<file path="config.mk">
export PLATFORM = sky130hd
export DESIGN_NAME = decode_rx_drv
export DESIGN_NICKNAME = d
export VERILOG_FILES = /design/src/rtl/decode_rx_drv.sv
export SDC_FILE = /design/constraint.sdc
export NUM_CORES = 1
export LEC_CHECK = 0
export ABC_CLOCK_PERIOD_IN_PS = 6540
export BUFFER_PORTS_ARGS = -buffer_cell sky130_fd_sc_hd__buf_2
export CORE_AREA = 2 2 94 96
export CTS_CLUSTER_DIAMETER = 200
export DETAILED_ROUTE_END_ITERATION = 6
export DIE_AREA = 0 0 96 98
export PLACE_DENSITY = 0.85
export SYNTH_ARGS = -nofsm -noshare
export SYNTH_HDL_FRONTEND = slang
export SYNTH_SLANG_ARGS = --single-unit
</file>
<file path="constraint.sdc">
create_clock -name clk_i -period 6.54 [get_ports clk_i]
set_input_delay 0.327 -clock clk_i [delete_from_list [all_inputs] [get_ports clk_i]]
set_output_delay 0.327 -clock clk_i [all_outputs]
set_load 0.05 [all_outputs]
</file>
<file path="src/rtl/decode_rx_drv.sv">
// decode_rx_drv: oversampling receiver for the encode/scan serial link.
// Recovers DATA_WIDTH-bit words from the forwarded SPI_MCLK/SPI_MOSI lanes
// in the clk_i domain. Decodes the scan/encode sync words into trigger
// pulses, scan-enable levels and counters.
module decode_rx_drv #(
    parameter int DATA_WIDTH  = 16,
    parameter int SERIAL_MODE = 1,
    parameter int IDLE_CYCLES = 64
) (
    input  logic                   clk_i,
    input  logic                   rst_n_i,
    input  logic                   SPI_MCLK,
    input  logic [SERIAL_MODE-1:0] SPI_MOSI,
    output logic                   rx_valid_o,
    output logic [DATA_WIDTH-1:0]  rx_data_o,
    output logic                   track_trigger_o,
    output logic                   pmt_start_en_o,
    output logic                   pmt_start_test_en_o,
    output logic [31:0]            encode_cnt_o,
    output logic                   frame_err_o,
    output logic                   unknown_word_o,
    output logic [15:0]            err_cnt_o
);

    localparam int BEATS = DATA_WIDTH / SERIAL_MODE;
    localparam int CW    = (BEATS > 2) ? $clog2(BEATS) : 1;
    localparam int TW    = $clog2(IDLE_CYCLES + 1);

    localparam logic [CW-1:0] LAST_BEAT = CW'(BEATS - 1);
    localparam logic [TW-1:0] T_MAX     = TW'(IDLE_CYCLES);

    localparam logic [DATA_WIDTH-1:0] W_BEGIN = DATA_WIDTH'(16'h5A51);
    localparam logic [DATA_WIDTH-1:0] W_TEST  = DATA_WIDTH'(16'h5A53);
    localparam logic [DATA_WIDTH-1:0] W_END   = DATA_WIDTH'(16'h5A50);
    localparam logic [DATA_WIDTH-1:0] W_ENC   = DATA_WIDTH'(16'hECDE);

    typedef enum logic [1:0] {
        S_IDLE  = 2'd0,
        S_SHIFT = 2'd1,
        S_DONE  = 2'd2
    } state_t;

    // ------------------------------------------------------------------
    // Reset: asserts asynchronously, releases on a clk_i edge
    // ------------------------------------------------------------------
    logic [1:0] rst_sync;
    logic       rst_n;

    // Two-flop reset release synchronizer
    always_ff @(posedge clk_i or negedge rst_n_i) begin
        if (!rst_n_i) rst_sync <= '0;
        else          rst_sync <= {rst_sync[0], 1'b1};
    end

    assign rst_n = rst_sync[1];

    // ------------------------------------------------------------------
    // Input conditioning
    // ------------------------------------------------------------------
    logic [1:0]             mclk_sync;
    logic                   mclk_d;
    logic [SERIAL_MODE-1:0] mosi_s1, mosi_s2;
    logic                   rise;

    // Double-flop synchronizers, plus a delay flop on MCLK for edge detect
    always_ff @(posedge clk_i or negedge rst_n) begin
        if (!rst_n) begin
            mclk_sync <= '0;
            mclk_d    <= 1'b0;
            mosi_s1   <= '0;
            mosi_s2   <= '0;
        end else begin
            mclk_sync <= {mclk_sync[0], SPI_MCLK};
            mclk_d    <= mclk_sync[1];
            mosi_s1   <= SPI_MOSI;
            mosi_s2   <= mosi_s1;
        end
    end

    // Data travels through the same two-flop depth as MCLK, so mosi_s2 is
    // aligned with the edge that rise flags
    assign rise = mclk_sync[1] & ~mclk_d;

    // ------------------------------------------------------------------
    // Idle timer
    // ------------------------------------------------------------------
    logic [TW-1:0] timer_q;

    // Counts MCLK-low cycles. Saturates so a long idle never wraps back
    // below the threshold.
    always_ff @(posedge clk_i or negedge rst_n) begin
        if (!rst_n)                               timer_q <= '0;
        else if (rise)                            timer_q <= '0;
        else if (!mclk_sync[1] && timer_q != T_MAX) timer_q <= timer_q + TW'(1);
    end

    // ------------------------------------------------------------------
    // Deserializer FSM
    // ------------------------------------------------------------------
    state_t                state_q, state_d;
    logic [CW-1:0]         cnt_q, cnt_d;
    logic [DATA_WIDTH-1:0] shreg_q, shreg_d, shifted;
    logic                  load, frame_err_d;

    // MSB-first: older beats move toward the MSB; lane SERIAL_MODE-1 is the
    // more significant bit within a beat
    assign shifted = {shreg_q[DATA_WIDTH-SERIAL_MODE-1:0], mosi_s2};

    // State, beat counter and shifter registers
    always_ff @(posedge clk_i or negedge rst_n) begin
        if (!rst_n) begin
            state_q <= S_IDLE;
            cnt_q   <= '0;
            shreg_q <= '0;
        end else begin
            state_q <= state_d;
            cnt_q   <= cnt_d;
            shreg_q <= shreg_d;
        end
    end

    // Next state: first edge opens a word, last edge closes it, idle
    // timeout mid-word throws the partial word away
    always_comb begin
        state_d     = state_q;
        cnt_d       = cnt_q;
        shreg_d     = shreg_q;
        load        = 1'b0;
        frame_err_d = 1'b0;
        case (state_q)
            S_IDLE: begin
                if (rise) begin
                    shreg_d = shifted;
                    cnt_d   = CW'(1);
                    state_d = S_SHIFT;
                end
            end
            S_SHIFT: begin
                if (rise) begin
                    shreg_d = shifted;
                    if (cnt_q == LAST_BEAT) begin
                        cnt_d   = '0;
                        state_d = S_DONE;
                    end else begin
                        cnt_d = cnt_q + CW'(1);
                    end
                end else if (timer_q == T_MAX) begin
                    frame_err_d = 1'b1;
                    cnt_d       = '0;
                    shreg_d     = '0;
                    state_d     = S_IDLE;
                end
            end
            S_DONE: begin
                // An edge cannot arrive here: the synchronized MCLK was
                // high on the previous cycle
                load    = 1'b1;
                state_d = S_IDLE;
            end
            default: state_d = S_IDLE;
        endcase
    end

    // ------------------------------------------------------------------
    // Word output and decode
    // ------------------------------------------------------------------
    logic                  rx_valid_q, frame_err_q;
    logic [DATA_WIDTH-1:0] rx_data_q;
    logic                  is_begin, is_test, is_end, is_enc, unknown_d;
    logic                  trig_q, unknown_q, en_q, test_q;
    logic [31:0]           enc_cnt_q;
    logic [15:0]           err_cnt_q;
    logic [16:0]           err_sum;

    // Completed word register and its valid / frame-error pulses
    always_ff @(posedge clk_i or negedge rst_n) begin
        if (!rst_n) begin
            rx_valid_q  <= 1'b0;
            rx_data_q   <= '0;
            frame_err_q <= 1'b0;
        end else begin
            rx_valid_q  <= load;
            frame_err_q <= frame_err_d;
            if (load) rx_data_q <= shreg_q;
        end
    end

    assign is_begin  = (rx_data_q == W_BEGIN);
    assign is_test   = (rx_data_q == W_TEST);
    assign is_end    = (rx_data_q == W_END);
    assign is_enc    = (rx_data_q == W_ENC);
    assign unknown_d = rx_valid_q & ~(is_begin | is_test | is_end | is_enc);

    // Scan state and encode counter, updated the cycle after rx_valid
    always_ff @(posedge clk_i or negedge rst_n) begin
        if (!rst_n) begin
            trig_q    <= 1'b0;
            unknown_q <= 1'b0;
            en_q      <= 1'b0;
            test_q    <= 1'b0;
            enc_cnt_q <= '0;
        end else begin
            trig_q    <= 1'b0;
            unknown_q <= unknown_d;
            if (rx_valid_q) begin
                if (is_begin || is_test) begin
                    // Begin while scanning restarts the scan
                    en_q      <= 1'b1;
                    test_q    <= is_test;
                    enc_cnt_q <= '0;
                end else if (is_end) begin
                    // Counter is left alone for readout after the scan
                    en_q   <= 1'b0;
                    test_q <= 1'b0;
                end else if (is_enc && en_q) begin
                    trig_q    <= 1'b1;
                    enc_cnt_q <= enc_cnt_q + 32'd1;
                end
            end
        end
    end

    // Both error sources may in principle coincide, so add both and clamp
    assign err_sum = {1'b0, err_cnt_q} + 17'(frame_err_d) + 17'(unknown_d);

    // Saturating error counter, cleared only by reset
    always_ff @(posedge clk_i or negedge rst_n) begin
        if (!rst_n)                        err_cnt_q <= '0;
        else if (frame_err_d || unknown_d) err_cnt_q <= err_sum[16] ? 16'hFFFF : err_sum[15:0];
    end

    assign rx_valid_o          = rx_valid_q;
    assign rx_data_o           = rx_data_q;
    assign track_trigger_o     = trig_q;
    assign pmt_start_en_o      = en_q;
    assign pmt_start_test_en_o = test_q;
    assign encode_cnt_o        = enc_cnt_q;
    assign frame_err_o         = frame_err_q;
    assign unknown_word_o      = unknown_q;
    assign err_cnt_o           = err_cnt_q;

endmodule

</file>
After elaboration in Yosys (flattened, before gate mapping)

Cells that the tools add are included.

$add $sub $neg: 5
Equality and inequality tests: 13
Multiplexer cells: 31
Bitwise operators: 7
Reductions and logical operators: 14

Operators by type and width:

| kind                                                   | count |
|---|---|
| 2-to-1 mux 32 bit                                      | 3 |
| 2-to-1 mux 16 bit                                      | 4 |
| equality test 16 x 15 -> 1 bit (second input constant) | 3 |
| adder 32 x 1 -> 32 bit (second input constant)         | 1 |
| case mux 16 bit (2 select lines)                       | 1 |
| adder 16 x 1 -> 17 bit                                 | 1 |
| adder 17 x 1 -> 17 bit                                 | 1 |
| equality test 16 bit (second input constant)           | 1 |
| 2-to-1 mux 4 bit                                       | 4 |
| 2-to-1 mux 7 bit                                       | 2 |
| 2-to-1 mux 1 bit                                       | 11 |
| AND reduction 3 bit                                    | 3 |
| 2-to-1 mux 2 bit                                       | 4 |
| case mux 4 bit (2 select lines)                        | 1 |
| nonzero test 2 bit                                     | 4 |
| adder 7 x 1 -> 7 bit (second input constant)           | 1 |
| equality test 7 bit (second input constant)            | 1 |
| inequality test 7 bit (second input constant)          | 1 |
| inequality test 3 bit (second input constant)          | 2 |
| adder 4 x 1 -> 4 bit (second input constant)           | 1 |
| equality test 4 bit (second input constant)            | 1 |
| case mux 2 bit (2 select lines)                        | 1 |
| bitwise OR 1 bit                                       | 3 |
| bitwise AND 1 bit                                      | 2 |
| other kinds (10)                                       | 13 |

Register bits after elaboration: 106
Input port bits: 4
Output and inout port bits: 70
Word-level logic and storage cells: 88

Logic depth before layout (Yosys ltp)

Depth after elaboration: 8
Depth in mapped cells: 13

Least setup slack after synthesis

Ideal clock, no wire load.

Path kind: reg2reg
From: reg timer_q[2]
To: reg err_cnt_q[3] (netlist: err_cnt_o[3])
Setup time: 0.094 ns
Arrival: 3.326 ns
Data required time: 6.446 ns
Path slack: 3.120 ns
Stages on the path, launching flop included: 13
Period minus slack after synthesis: 3.420 ns
Path through: dfrtp_1 > nor4_1 > nand3_1 > or3_1 > clkbuf_1 > fa_1 > inv_1 > ha_1 > nand3_1 > or4_1 > buf_1 > a21boi_0 > a211oi_1

Word-level cells in the longest chain between the ends: 7

Ends and longest elaborated chain:

| element                 | line | RTL |
|---|---|---|
| start, declared         | 87   | `logic [TW-1:0] timer_q;` |
| start signal, assigned  | 94   | `else if (!mclk_sync[1] && timer_q != T_MAX) timer_q <= timer_q + TW'(1);` |
| equality test 7 bit (*) | 147  | `end else if (timer_q == T_MAX) begin` |
| 2-to-1 mux 1 bit (*)    | 147  |  |
| 2-to-1 mux 1 bit (*)    | 139  | `if (rise) begin` |
| 2-to-1 mux 1 bit (*)    | 130  | `case (state_q)` |
| adder 16 x 1 -> 17 bit  | 224  | `assign err_sum = {1'b0, err_cnt_q} + 17'(frame_err_d) + 17'(unknown_d);` |
| adder 17 x 1 -> 17 bit  | 224  |  |
| 2-to-1 mux 16 bit       | 229  | `else if (frame_err_d \|\| unknown_d) err_cnt_q <= err_sum[16] ? 16'hFFFF : err_sum[15:0];` |
| end signal, assigned    | 229  |  |
| end, declared           | 172  | `logic [15:0] err_cnt_q;` |

Every way passes the cells marked *; elsewhere a longest branch is shown, timed or not.
A chain may end at the register's enable or synchronous reset.

Worst setup path after layout

Same ends and word-level chain as after synthesis.

==> results <==
- The largest fanout of any net on the critical path is 10.
- Detailed routing placed a total of 690 um of wire on met3.
- Summed over all cells, the static leakage comes to 2.76 nW.
- The endpoint kind of the worst setup timing path is a register.
- The via count of the first global-routing pass is 3935.
- The worst voltage drop across the vdd grid is around 0.23 mV.
- The number of nets in the synthesized netlist is 479.
- The fmax is 259 MHz.
- After clock tree synthesis, the clock-pin slew on the worst setup and hold paths is 0.11 ns.
- Counting both buffers and inverters, the worst setup path holds a total of 1.
- The part of the power in combinational logic is 0.065.
- The overall via count from detail_route is ~4100.
- The number of hold buffers added after CTS was 1.
- For this run, the register share of the synthesized area comes to 0.528.
- The combined area of all synthesized cells is 5030 um^2.
- In the synthesized netlist the dominant register cell turns out to be sky130_fd_sc_hd__dfrtp_1.
- The total die area is ~9400 um^2.
- The max-slew violation count is 0.
- The congestion estimate from routability-driven global placement came to 0.885.
- The antenna diode instance count is 0.
- The post-synthesis async set-or-reset flop share is 1.00.
- The post-cts resize count is 0.
- The detailed-placement wirelength estimate is 7870 um.
- STA classifies the critical path startpoint as a register.
- The final period utilization is 0.591.
- The data arrival at the endpoint of the critical path is just over 4 ns.
- Counting stages on the worst path, the most repeated cell is sky130_fd_sc_hd__nand3_1.
- The top metal layer carrying routed signals is met4.
- The analysis attributes to net switching a power of 340 uW.
- The number of buffers inserted during clock tree synthesis is 9.
- The sequential cells in the finished layout cover a total of approximately 2700 um^2.
- The number of buffers inserted by post-CTS setup repair is 0.
- Detailed routing placed a total of 5580 um of wire on met2.
- From bottom edge to top edge, the die measures approximately 100 um.
- The H-tree level count is 3.
- Across every metal layer, demand over resource in global routing totals 0.249.
- The slowest stage of the critical path belongs to the cell sky130_fd_sc_hd__or4_1.
- The number of violations of the max-capacitance limit is 0.
- The synthesis-to-finish area growth is 13.1%.
- The number of warnings issued by yosys is 0.
- The remaining antenna violation count is 0.
- The run finished with clean final reports.
- The total DRC errors in the routed layout is 0.
- The wire length the detailed router placed on met1 is 4890 um.
- The required time of the worst setup path is 6.83 ns.
- Counting every sink on the clock net gives 106.
- The clock network latency to the later pin of the worst-skew pair is 0.38 ns.
- The setup slack of the critical path after layout is 2.67 ns.
- The number of antenna violations at the first check in global routing came to 0.
- The maximum buffer depth of the clock tree is 2.
- The average routed wire per standard cell is between 15 and 20 um.
- The I/O pin count is 74.
- The synthesized design contains 0 enable-type register cells.
- The final net count is 548.
- In this run the tightest slew margin relative to its limit is 0.381.
- The final layout contains routed wiring with a total length of 11400 um.
- TritonCTS built the clock tree.
- The proportion of total power due to net switching is 0.279.
- The first TritonRoute pass finished after 6 iterations.
- Among cell families on the critical path, the largest total delay comes from simple AND/OR/NAND/NOR gates.
- The master cell of the clock root buffer is sky130_fd_sc_hd__clkbuf_8.
- In this design, the stage delay of the slowest critical-path cell is 0.70 ns.
- The time the worst path needs with I/O delays and setup is 3.87 ns.
- Before CTS, the worst setup slack after placement is 2.77 ns.
- Fill cells in the final layout number 644.
- The core outline area is 8470 um^2.
- Summed over all layers, the global routing overflow is 0.
- The synthesized netlist contains 59 unique library cells.
- The number of failing setup endpoints in the final timing report is 0.
- The portion of total power attributed to the clock network is 0.337.
- Setup repair after global routing left no endpoint under its margin.
- Entering global routing, the biggest net connects 78 pins.
- Between clock sinks in the finished design, the worst skew comes to 0.0101 ns.
- The signal on the critical path passes through nor4_1 > nand3_1 > or3_1 > fa_1 > inv_1 > ha_1 > nand3_1 > or4_1 > a21boi_0 > a211oi_1.
- In this run the power density over the cells is ~210 nW/um^2.
- The type of the tightest min-delay check is in2reg.
- The combined area of the multi-input logic cells is between 2000 and 2500 um^2.
- The synthesized area divided by synthesized cell count is roughly 11 um^2.
- For the pin with the worst max-slew slack, the measured transition is 0.919 ns.
- The type of the worst setup path is reg2reg.
- The share of total power dissipated in sequential elements is 0.598.
- The horizontal die dimension is 96 um.
- The first global-routing pass estimated 18700 um of wire.
- Dividing the detail-routed via count by the number of cells gives 6.37.
- Synthesis produced 469 cells.
- The DRC violation total after the first TritonRoute iteration is 289.
- The final hold violation count was 0.
- Of the cells placed in the final design, the portion with a size suffix greater than 1 is 0.239.
- The count of state elements after synthesis is between 100 and 150.
- The cell internal power dissipation is 879 uW.
- During placement, the flow inserted port buffers numbering between 70 and 80.
- Setup total negative slack on the finished layout was measured at 0 ns.
- The initial utilization of the core area, before any placement, comes to 0.594.
- The floorplan has 34 rows.
worst register-to-register path, delay by kind of cell (launching register included):
family / cells / cell delay, ns
flip-flops: 1 / 0.44
AO/OA/AOI/OAI: 2 / 0.50
AND/OR/NAND/NOR: 5 / 2.10
adder cells (fa/ha/maj): 2 / 0.61
buffers and inverters: 1 / 0.13
stage by stage:
stage | power [mW] | hold slack, ns | utilization | instances | area [um^2]
detailed placement | 0.817 | 0.113 | 0.646 | 634 | 5470
CTS | 1.22 | 0.0375 | 0.672 | 651 | 5690
finish | 1.22 | 0.0472 | 0.672 | 651 | 5690
floorplan | 0.792 | 0.0314 | - | 469 | 5030
global route | 1.27 | 0.0223 | 0.672 | 651 | 5690
global placement | 0.810 | 0.111 | 0.646 | 634 | 5470
cells in the final DEF, fill, tap and decap left out, types with 8 or more instances in the layout:
cell type and count:
sky130_fd_sc_hd__nor4_1 10, sky130_fd_sc_hd__inv_1 14, sky130_fd_sc_hd__a31oi_1 13, sky130_fd_sc_hd__or4_1 10, sky130_fd_sc_hd__nand2_1 42, sky130_fd_sc_hd__a21oi_1 16, sky130_fd_sc_hd__clkbuf_8 9, sky130_fd_sc_hd__o21ai_0 13
sky130_fd_sc_hd__buf_2 73, sky130_fd_sc_hd__and3_1 8, sky130_fd_sc_hd__nor2_1 26, sky130_fd_sc_hd__o31ai_1 9, sky130_fd_sc_hd__mux2_2 27, sky130_fd_sc_hd__a22o_1 17, sky130_fd_sc_hd__nand4_1 18, sky130_fd_sc_hd__nand3_1 23
sky130_fd_sc_hd__dfrtp_1 105
final cells by class:
| class | instances | area share |
|---|---|---|
| clock buffer | 9 | 0.0218 |
| clock inverter | 7 | 0.0147 |
| inverter | 16 | 0.0106 |
| multi-input combinational | 329 | 0.393 |
| sequential | 106 | 0.467 |
| tap | 108 | 0.0238 |
| timing repair buffer | 76 | 0.0686 |
Yosys cell counts (2+ instances only):
cell type,n,area [um^2]
sky130_fd_sc_hd__nand4b_1,5,43.8
sky130_fd_sc_hd__nor3_1,5,25.0
sky130_fd_sc_hd__inv_1,14,52.6
sky130_fd_sc_hd__nand2b_1,7,43.8
sky130_fd_sc_hd__nand3b_1,2,15.0
sky130_fd_sc_hd__or4_1,10,75.1
sky130_fd_sc_hd__mux2i_1,3,30.0
sky130_fd_sc_hd__and4_1,2,17.5
sky130_fd_sc_hd__nand4_1,18,113
sky130_fd_sc_hd__mux2_1,3,33.8
sky130_fd_sc_hd__a2bb2oi_1,2,17.5
sky130_fd_sc_hd__or2_2,3,18.8
sky130_fd_sc_hd__a21o_1,5,37.5
sky130_fd_sc_hd__o31ai_1,9,67.6
sky130_fd_sc_hd__and3_1,8,50.1
sky130_fd_sc_hd__nor4_1,10,62.6
sky130_fd_sc_hd__ha_1,5,62.6
sky130_fd_sc_hd__a32o_1,2,20.0
sky130_fd_sc_hd__a22oi_1,2,15.0
sky130_fd_sc_hd__clkbuf_1,10,37.5
sky130_fd_sc_hd__nor2b_1,2,12.5
sky130_fd_sc_hd__xor2_1,6,52.6
sky130_fd_sc_hd__a31oi_1,13,81.3
sky130_fd_sc_hd__a22o_1,17,149
sky130_fd_sc_hd__inv_2,2,7.51
sky130_fd_sc_hd__o21ai_1,4,20.0
sky130_fd_sc_hd__nand2_1,42,158
sky130_fd_sc_hd__nor2_1,26,97.6
sky130_fd_sc_hd__xnor2_1,6,52.6
sky130_fd_sc_hd__a41oi_1,4,35.0
sky130_fd_sc_hd__buf_2,2,10.0
sky130_fd_sc_hd__o211ai_1,3,22.5
sky130_fd_sc_hd__a21oi_1,16,80.1
sky130_fd_sc_hd__or3_1,4,25.0
sky130_fd_sc_hd__o21ai_0,13,65.1
sky130_fd_sc_hd__buf_1,4,15.0
sky130_fd_sc_hd__nand3_1,23,115
sky130_fd_sc_hd__o2111ai_1,5,43.8
sky130_fd_sc_hd__dfrtp_1,106,2650
sky130_fd_sc_hd__mux2_2,27,304
power by group through the flow:
stage	registers [mW]	clock network [mW]	logic, mW
3_3_place_gp	0.738	0	0.0726
5_1_grt	0.734	0.446	0.0905
3_5_place_dp	0.739	0	0.0778
2_1_floorplan	0.735	0	0.0569
4_1_cts	0.728	0.415	0.0795
6_report	0.728	0.411	0.0794
cell families (layout without fill, tap and decap cells):
logic type                 Yosys count  in the layout  share of synthesized area
AOI/OAI and AO/OA                  101            101                      0.140
xor gates and xnor gates            12             12                     0.0209
adders and majority gates            6              6                     0.0164
buffers and inverters               34            108                     0.0281
DFF                                106            106                      0.528
muxes                               33             33                     0.0732
other                                1              1                   0.000746
and+or+nand+nor                    176            176                      0.193
per-layer routing:
metal | vias up | track usage
li1 | 1893 | -
met1 | 2063 | 0.338
met2 | 158 | 0.397
met3 | 31 | 0.0471
met4 | 0 | 0.0978
met5 | - | 0
sequential cells by signal, indices dropped and copies added, names as in the netlist, 2 cells and up:
signal / count
cnt_q: 4
encode_cnt_o: 32
mclk_sync: 2
rst_sync: 2
state_q: 2
err_cnt_o: 16
timer_q: 7
shreg_q: 16
rx_data_o: 16
path summary, 6_finish.rpt:
| kind | start | to | slack, ns | depth (start not counted) |
|---|---|---|---|---|
| setup / recovery | timer_q[2] | err_cnt_o[3] | 2.67 | 10 |
| hold / removal | SPI_MOSI | mosi_s1 | 0.05 | 1 |
| setup reg to reg | timer_q[2] | err_cnt_o[3] | 2.67 | 10 |
| hold reg to reg | rst_sync[1] | frame_err_o | 0.25 | 0 |
| max in group asynchronous | rst_sync[1] | encode_cnt_o[12] | 5.04 | 1 |
| min in group asynchronous | rst_sync[1] | frame_err_o | 0.25 | 0 |
(Power assumes the default switching activity.)
